==> config.mk <==
export PLATFORM = sky130hd
export DESIGN_NAME = fpu_sched
export DESIGN_NICKNAME = d
export VERILOG_FILES = /design/src/rtl/fpu_pkg.sv /design/src/rtl/fpu_sched_fifo.sv /design/src/rtl/fpu_sched.sv
export SDC_FILE = /design/constraint.sdc
export NUM_CORES = 1
export LEC_CHECK = 0
export CORE_ASPECT_RATIO = 1.5
export CORE_MARGIN = 2
export CORE_UTILIZATION = 52
export DETAILED_ROUTE_END_ITERATION = 16
export GPL_TIMING_DRIVEN = 1
export PLACE_DENSITY = 0.79
export SLEW_MARGIN = 20
export SYNTH_ARGS = -nofsm -noshare
export SYNTH_HDL_FRONTEND = slang
export SYNTH_SLANG_ARGS = --single-unit
==> constraint.sdc <==
create_clock -name CLK -period 3.94 [get_ports CLK]
set_clock_uncertainty 0.15 [all_clocks]
set_input_delay 1.182 -clock CLK [delete_from_list [all_inputs] [get_ports CLK]]
set_output_delay 1.182 -clock CLK [all_outputs]
set_load 0.01 [all_outputs]
==> src/rtl/fpu_pkg.sv <==
// +----------------------------------------------------------------------------+
// | Module   : fpu_pkg                                                         |
// | Brief    : Shared defaults and op-code enum for the FPU issue scheduler.   |
// | Revision : 1.0                                                             |
// +----------------------------------------------------------------------------+
`default_nettype none

package fpu_pkg;

    localparam int c_NUM_UNITS = 5;
    localparam int c_WIDTH     = 32;
    localparam int c_TAG_W     = 6;
    localparam int c_OP_W      = 3;
    localparam int c_DEPTH     = 4;

    // Op code doubles as the index of the unit that executes it
    typedef enum logic [c_OP_W-1:0] {
        FADD  = c_OP_W'(0),
        FSUB  = c_OP_W'(1),
        FMUL  = c_OP_W'(2),
        FDIV  = c_OP_W'(3),
        FSQRT = c_OP_W'(4)
    } fpu_op_e;

endpackage

`default_nettype wire

==> src/rtl/fpu_sched_fifo.sv <==
// +----------------------------------------------------------------------------+
// | Module   : fpu_sched_fifo                                                  |
// | Brief    : Synchronous FIFO with show-ahead head and occupancy count.      |
// | Revision : 1.0                                                             |
// +----------------------------------------------------------------------------+
`default_nettype none

module fpu_sched_fifo #(
    parameter int DW    = 32,
    parameter int DEPTH = 4
) (
    input  logic                     CLK,
    input  logic                     RESET,
    input  logic                     i_push,
    input  logic [DW-1:0]            i_din,
    input  logic                     i_pop,
    output logic [DW-1:0]            o_dout,
    output logic [$clog2(DEPTH):0]   o_count
);

    localparam int AW    = $clog2(DEPTH);
    localparam int CNT_W = AW + 1;

    logic [DW-1:0]    r_mem [DEPTH];
    logic [AW-1:0]    r_wr_ptr;
    logic [AW-1:0]    r_rd_ptr;
    logic [CNT_W-1:0] r_count;

    // Storage carries no reset; validity is tracked by the count alone
    always_ff @(posedge CLK) begin
        if (i_push) begin
            r_mem[r_wr_ptr] <= i_din;
        end
    end

    always_ff @(posedge CLK) begin
        if (!RESET) begin
            r_wr_ptr <= '0;
            r_rd_ptr <= '0;
            r_count  <= '0;
        end else begin
            if (i_push) begin
                r_wr_ptr <= r_wr_ptr + AW'(1);
            end
            if (i_pop) begin
                r_rd_ptr <= r_rd_ptr + AW'(1);
            end
            case ({i_push, i_pop})
                2'b10:   r_count <= r_count + CNT_W'(1);
                2'b01:   r_count <= r_count - CNT_W'(1);
                default: r_count <= r_count;
            endcase
        end
    end

    assign o_dout  = r_mem[r_rd_ptr];
    assign o_count = r_count;

endmodule

`default_nettype wire

==> src/rtl/fpu_sched.sv <==
// +----------------------------------------------------------------------------+
// | Module   : fpu_sched                                                       |
// | Brief    : Credit-based issue/return scheduler for a bank of FPU units.    |
// |            Optional counters enabled by defining FPU_SCHED_STATS_EN.       |
// | Revision : 1.0                                                             |
// +----------------------------------------------------------------------------+
`default_nettype none

module fpu_sched
    import fpu_pkg::*;
#(
    parameter int NUM_UNITS = c_NUM_UNITS,
    parameter int WIDTH     = c_WIDTH,
    parameter int TAG_W     = c_TAG_W,
    parameter int DEPTH     = c_DEPTH,
    parameter int OP_W      = c_OP_W
) (
    input  logic                       CLK,
    input  logic                       RESET,
    input  logic                       in_valid,
    output logic                       in_ready,
    input  logic [OP_W-1:0]            in_op,
    input  logic [WIDTH-1:0]           in_a,
    input  logic [WIDTH-1:0]           in_b,
    input  logic [TAG_W-1:0]           in_tag,
    output logic [NUM_UNITS-1:0]       unit_valid,
    output logic [WIDTH-1:0]           unit_a,
    output logic [WIDTH-1:0]           unit_b,
    input  logic [NUM_UNITS-1:0]       unit_res_valid,
    input  logic [NUM_UNITS*WIDTH-1:0] unit_res_data,
    output logic                       out_valid,
    input  logic                       out_ready,
    output logic [WIDTH-1:0]           out_data,
    output logic [TAG_W-1:0]           out_tag,
    output logic [OP_W-1:0]            out_unit,
    output logic                       busy,
    output logic                       err
`ifdef FPU_SCHED_STATS_EN
    ,
    output logic [31:0]                stat_issued,
    output logic [31:0]                stat_stall
`endif
);

    localparam int CNT_W = $clog2(DEPTH) + 1;

    logic [CNT_W-1:0]     w_tag_cnt  [NUM_UNITS];
    logic [CNT_W-1:0]     w_res_cnt  [NUM_UNITS];
    logic [TAG_W-1:0]     w_tag_dout [NUM_UNITS];
    logic [WIDTH-1:0]     w_res_dout [NUM_UNITS];
    logic [NUM_UNITS-1:0] w_tag_push;
    logic [NUM_UNITS-1:0] w_res_push;
    logic [NUM_UNITS-1:0] w_spurious;
    logic [NUM_UNITS-1:0] w_res_ne;
    logic [NUM_UNITS-1:0] w_outstanding;
    logic [NUM_UNITS-1:0] w_pop;

    logic             w_in_ready;
    logic             w_legal;
    logic             w_accept;
    logic             w_issue;
    logic             w_load_ok;
    logic             w_found;
    logic             w_load;
    logic [OP_W-1:0]  w_sel;
    logic [OP_W-1:0]  w_next_ptr;
    logic [WIDTH-1:0] w_sel_data;
    logic [TAG_W-1:0] w_sel_tag;

    logic [NUM_UNITS-1:0] r_unit_valid;
    logic [WIDTH-1:0]     r_unit_a;
    logic [WIDTH-1:0]     r_unit_b;
    logic                 r_out_valid;
    logic [WIDTH-1:0]     r_out_data;
    logic [TAG_W-1:0]     r_out_tag;
    logic [OP_W-1:0]      r_out_unit;
    logic                 r_err;
    logic [OP_W-1:0]      r_rr_ptr;

    assign w_legal  = int'(in_op) < NUM_UNITS;
    assign w_accept = in_valid && w_in_ready;
    assign w_issue  = w_accept && w_legal;

    // Illegal ops never match a unit, so they are always accepted and dropped
    always_comb begin
        w_in_ready = 1'b1;
        for (int k = 0; k < NUM_UNITS; k++) begin
            if (in_op == OP_W'(k) && w_tag_cnt[k] >= CNT_W'(DEPTH)) begin
                w_in_ready = 1'b0;
            end
        end
    end

    for (genvar k = 0; k < NUM_UNITS; k++) begin : g_unit
        assign w_tag_push[k]    = w_issue && (in_op == OP_W'(k));
        assign w_res_push[k]    = unit_res_valid[k] && (w_res_cnt[k] < w_tag_cnt[k]);
        assign w_spurious[k]    = unit_res_valid[k] && !(w_res_cnt[k] < w_tag_cnt[k]);
        assign w_res_ne[k]      = w_res_cnt[k] != '0;
        assign w_outstanding[k] = w_tag_cnt[k] != '0;

        fpu_sched_fifo #(
            .DW    (TAG_W),
            .DEPTH (DEPTH)
        ) u_tag_fifo (
            .CLK     (CLK),
            .RESET   (RESET),
            .i_push  (w_tag_push[k]),
            .i_din   (in_tag),
            .i_pop   (w_pop[k]),
            .o_dout  (w_tag_dout[k]),
            .o_count (w_tag_cnt[k])
        );

        fpu_sched_fifo #(
            .DW    (WIDTH),
            .DEPTH (DEPTH)
        ) u_res_fifo (
            .CLK     (CLK),
            .RESET   (RESET),
            .i_push  (w_res_push[k]),
            .i_din   (unit_res_data[k*WIDTH +: WIDTH]),
            .i_pop   (w_pop[k]),
            .o_dout  (w_res_dout[k]),
            .o_count (w_res_cnt[k])
        );
    end

    // Round-robin: first pass scans units at/after the pointer, second wraps
    always_comb begin
        w_load_ok  = !r_out_valid || out_ready;
        w_found    = 1'b0;
        w_sel      = '0;
        w_sel_data = '0;
        w_sel_tag  = '0;
        w_pop      = '0;
        for (int pass = 0; pass < 2; pass++) begin
            for (int k = 0; k < NUM_UNITS; k++) begin
                if (!w_found && w_res_ne[k] && ((pass == 0) == (k >= int'(r_rr_ptr)))) begin
                    w_found    = 1'b1;
                    w_sel      = OP_W'(k);
                    w_sel_data = w_res_dout[k];
                    w_sel_tag  = w_tag_dout[k];
                    w_pop[k]   = w_load_ok;
                end
            end
        end
        w_load     = w_load_ok && w_found;
        w_next_ptr = (w_sel == OP_W'(NUM_UNITS - 1)) ? '0 : w_sel + OP_W'(1);
    end

    always_ff @(posedge CLK) begin
        if (!RESET) begin
            r_unit_valid <= '0;
            r_unit_a     <= '0;
            r_unit_b     <= '0;
            r_out_valid  <= 1'b0;
            r_out_data   <= '0;
            r_out_tag    <= '0;
            r_out_unit   <= '0;
            r_err        <= 1'b0;
            r_rr_ptr     <= '0;
        end else begin
            r_unit_valid <= w_tag_push;
            r_err        <= (w_accept && !w_legal) || (|w_spurious);
            if (w_issue) begin
                r_unit_a <= in_a;
                r_unit_b <= in_b;
            end
            if (w_load) begin
                r_out_valid <= 1'b1;
                r_out_data  <= w_sel_data;
                r_out_tag   <= w_sel_tag;
                r_out_unit  <= w_sel;
                r_rr_ptr    <= w_next_ptr;
            end else if (out_ready) begin
                r_out_valid <= 1'b0;
            end
        end
    end

`ifdef FPU_SCHED_STATS_EN
    logic [31:0] r_stat_issued;
    logic [31:0] r_stat_stall;

    always_ff @(posedge CLK) begin
        if (!RESET) begin
            r_stat_issued <= '0;
            r_stat_stall  <= '0;
        end else begin
            if (w_issue) begin
                r_stat_issued <= r_stat_issued + 32'd1;
            end
            if (in_valid && !w_in_ready) begin
                r_stat_stall <= r_stat_stall + 32'd1;
            end
        end
    end

    assign stat_issued = r_stat_issued;
    assign stat_stall  = r_stat_stall;
`endif

    assign in_ready   = w_in_ready;
    assign unit_valid = r_unit_valid;
    assign unit_a     = r_unit_a;
    assign unit_b     = r_unit_b;
    assign out_valid  = r_out_valid;
    assign out_data   = r_out_data;
    assign out_tag    = r_out_tag;
    assign out_unit   = r_out_unit;
    assign err        = r_err;
    assign busy       = r_out_valid || (|w_outstanding);

endmodule

`default_nettype wire
==> reports/results.tsv <==
metric	value	unit
RSZ-0062 raised after global routing	no	
Worst-Margin Slew	1000	ps
CTS buffer count	87	
CTS tree	done	
vias in the first global route	24000	
Final GP Congestion	0.904	
Die Ht	338	um
post-CTS setup buffers	0	
Top Family by Delay on Critical Path	buffers and inverters	
leakage	0.0152	uW
fin crit period	3880	ps
later-pin clock latency in the skew report	670	ps
number of synthesized flops with an enable pin	760	
DRC viols	0	
CP cell instances	clkdlybuf4s50_1 -> inv_1 -> o221ai_2 -> nand2_1 -> clkdlybuf4s50_1	
H-tree depth	3	
Core Rows	122	
Synth Register Bits	965	
syn nets	2687	
R2R Setup Slk	310	ps
layout cells sized above 1	16.4	%
Reg-to-Reg Start	g_unit[0].u_res_fifo.o_count[2]$_SDFFE_PN0P_	
slew margin rel.	33.3	%
ANT nets after route	0	
post-cts resize count	3	
io pins	356	
Initial Utilization	52.4	%
critical path depth	5	
largest net degree at the start of global routing	65	
highest-delay cell along the critical path	clkdlybuf4s50_1	
initial antenna violation count	23	
DR vias/cell	6.08	
Critical path origin	in_op[1]	
Synth cell types	75	
Avg Synthesized Cell Area	16.3	sq um
core area	73700	sq um
final hold slack	306	ps
Worst R2R Path Depth	10	
crit start category	primary input	
power per cell area	666	nW/um^2
# setup viols final	0	
period utilisation layout	98.6	%
slowest cell delay on critical path	540	ps
clk sinks	965	
leading area contributor after synthesis	edfxtp_1	
fill cell count	5127	
RR Endpoint	g_unit[1].u_res_fifo.o_count[2]$_SDFFE_PN0P_	
die area	76600	sq um
Die Wd	227	um
CP Buf/Inv Count	3	
DRT iter0 DRCs	2346	
worst endpoint required time	2610	ps
worst-path maximum fanout	3	
fmax	257	MHz
grt ovf	0	
Area growth syn-to-layout	20.7	%
top cell type's share of synthesized area	59.0	%
total power	31100	uW
CTS root buffer	clkbuf_16	
top post-synthesis cells by area	edfxtp_1 (59%), mux4_2 (11%), dfxtp_1 (11%)	
clk buf depth	3	
most frequent CP cell	clkdlybuf4s50_1	
Via Count	23500	
Post-Route WL	106000	um
crit path to	in_ready	
Routed wire per std cell	27.5	um
# nets final	3100	
drt pass-1 iters	5	
count of pins over their slew limit	0	
crit path DAT	2550	ps
All-Layer GR Usage	27.8	%
max-cap violations	0	
Hold Path Class	reg -> reg	
area of the mapped netlist	38600	sq um
Hold Buf Count CTS	0	
clock slew seen by the registers of the worst setup and hold paths	60	ps
first-pass GRT wire length	153000	um
critical path class	in -> out	
non-filler cells, final	3859	
hpwl dp	73600	um
peak supply drop	0.479	mV
Placed Area	43700	sq um
placed insts	3689	
Final Cell Area	46700	sq um
outcome	finished clean	
post-synthesis sequential area ratio	69.7	%
Main synth FF type	edfxtp_1	
warnings from Yosys	0	
ys async rst share	0	%
Worst Setup End Kind	primary output	
Final Hold Viols	0	
Port-buffer cells	355	
cell count after synthesis	2373	
cell usage after synthesis (31+ instances only):
cell / count
nor2_1: 136
xor2_1: 32
nand3_1: 41
dfxtp_1: 205
edfxtp_1: 760
mux4_2: 190
a21oi_1: 121
clkbuf_1: 83
ha_1: 62
o22ai_1: 33
a22oi_1: 32
and3_1: 31
a22o_1: 32
inv_1: 92
nand2_1: 156
placed cells by master (no fill, tap or decap), types with 7 or more instances in the layout:
master / Yosys / final
nand3_1: 41 / 41
o221a_2: 7 / 7
clkbuf_1: 83 / 15
xor2_1: 32 / 32
clkbuf_16: 0 / 88
mux4_2: 190 / 190
o2bb2ai_1: 28 / 28
a221oi_1: 9 / 9
a2111oi_0: 17 / 17
o221ai_1: 8 / 7
bufinv_16: 0 / 8
dfxtp_1: 205 / 200
o41ai_1: 27 / 27
o21ai_0: 30 / 30
clkinv_1: 1 / 10
inv_1: 92 / 92
a32oi_1: 7 / 7
a22o_1: 32 / 32
nand2_1: 156 / 155
fa_1: 10 / 10
clkinv_2: 0 / 13
diode_2: 0 / 12
edfxtp_1: 760 / 760
or3_1: 15 / 15
ha_1: 62 / 62
nor3_1: 8 / 8
and3_1: 31 / 31
xnor2_1: 16 / 16
and2_1: 22 / 21
a2111oi_1: 10 / 10
nand3b_1: 9 / 9
o22ai_1: 33 / 33
a22oi_1: 32 / 32
nor2_1: 136 / 135
o211ai_1: 12 / 12
clkdlybuf4s50_1: 0 / 353
buf_4: 6 / 98
a21oi_1: 121 / 121
worst register-to-register path, cell delays in order (launching register included):
cell,delay (ps)
dfxtp_1,350
or3_1,560
a211oi_1,460
nand3_1,200
a21oi_2,460
ha_1,280
inv_1,70
fa_1,390
xor2_1,160
or3_1,320
a21oi_1,150
report_power, final:
part | switching [uW] | internal [uW] | leakage (uW)
clock network | 3710 | 4790 | 0.00140
logic | 5830 | 4020 | 0.00523
registers | 673 | 12000 | 0.00852
total | 10200 | 20900 | 0.0152
worst min-delay path by stage:
stage | start | to | depth (start not counted) | slack (ps)
6_report | unit_b[12]$_SDFFE_PN0P_ | unit_b[12]$_SDFFE_PN0P_ | 2 | 310
5_1_grt | unit_b[12]$_SDFFE_PN0P_ | unit_b[12]$_SDFFE_PN0P_ | 2 | 320
4_1_cts | unit_b[15]$_SDFFE_PN0P_ | unit_b[15]$_SDFFE_PN0P_ | 2 | 310
3_5_place_dp | unit_b[1]$_SDFFE_PN0P_ | unit_b[1]$_SDFFE_PN0P_ | 2 | 300
3_3_place_gp | unit_b[3]$_SDFFE_PN0P_ | unit_b[3]$_SDFFE_PN0P_ | 2 | 290
2_1_floorplan | g_unit[3].u_tag_fifo.r_wr_ptr[1]$_SDFFE_PN0P_ | g_unit[3].u_tag_fifo.r_wr_ptr[1]$_SDFFE_PN0P_ | 2 | 320
kinds of logic after synthesis:
| kind of cell | Yosys count | share of synthesized area [%] |
|---|---|---|
| buffers and inverters | 228 | 2.41 |
| muxes | 194 | 11.2 |
| AOI/OAI and AO/OA | 419 | 7.84 |
| and+or+nand+nor | 447 | 5.29 |
| adders and majority gates | 72 | 2.53 |
| xor gates and xnor gates | 48 | 1.09 |
| DFF | 965 | 69.7 |
stage by stage:
stage	setup TNS [ps]	utilization, %	worst slack (ps)
floorplan	0	-	123
global placement	-317	59.3	-152
detailed placement	-1050	59.3	-198
CTS	0	63.3	76.7
global route	0	63.3	51.9
finish	0	63.3	55.4
routing by layer:
layer	share of wire (%)	vias to the layer above	wire length, um	global-route usage (%)
li1	-	10100	-	-
met3	8.0	376	8470	5.95
met2	51	1225	53800	47.4
met1	32	11700	34400	30.1
met4	8.8	26	9380	22.1
met5	0.17	-	181	0
registers in the layout (all words and copies together) (netlist names), 15 cells and up, named ones only:
name                       count
g_unit.u_res_fifo.o_count     15
g_unit.u_res_fifo.r_mem      640
g_unit.u_tag_fifo.o_count     15
g_unit.u_tag_fifo.r_mem      120
out_data                      32
unit_a                        32
unit_b                        32
area by class of cell:
| type | instances | area [sq um] | share of cell area (%) |
|---|---|---|---|
| Timing Repair Buffer | 459 | 4410 | 9.44 |
| Clock inverter | 47 | 531 | 1.14 |
| Tap cell | 992 | 1240 | 2.66 |
| Antenna cell | 12 | 30.0 | 0.0644 |
| Sequential cell | 965 | 26900 | 57.7 |
| Multi-Input combinational cell | 1180 | 10800 | 23.2 |
| Inverter | 93 | 352 | 0.753 |
| Clock buffer | 111 | 2350 | 5.04 |
No activity file was read; power rests on OpenSTA's default activity.
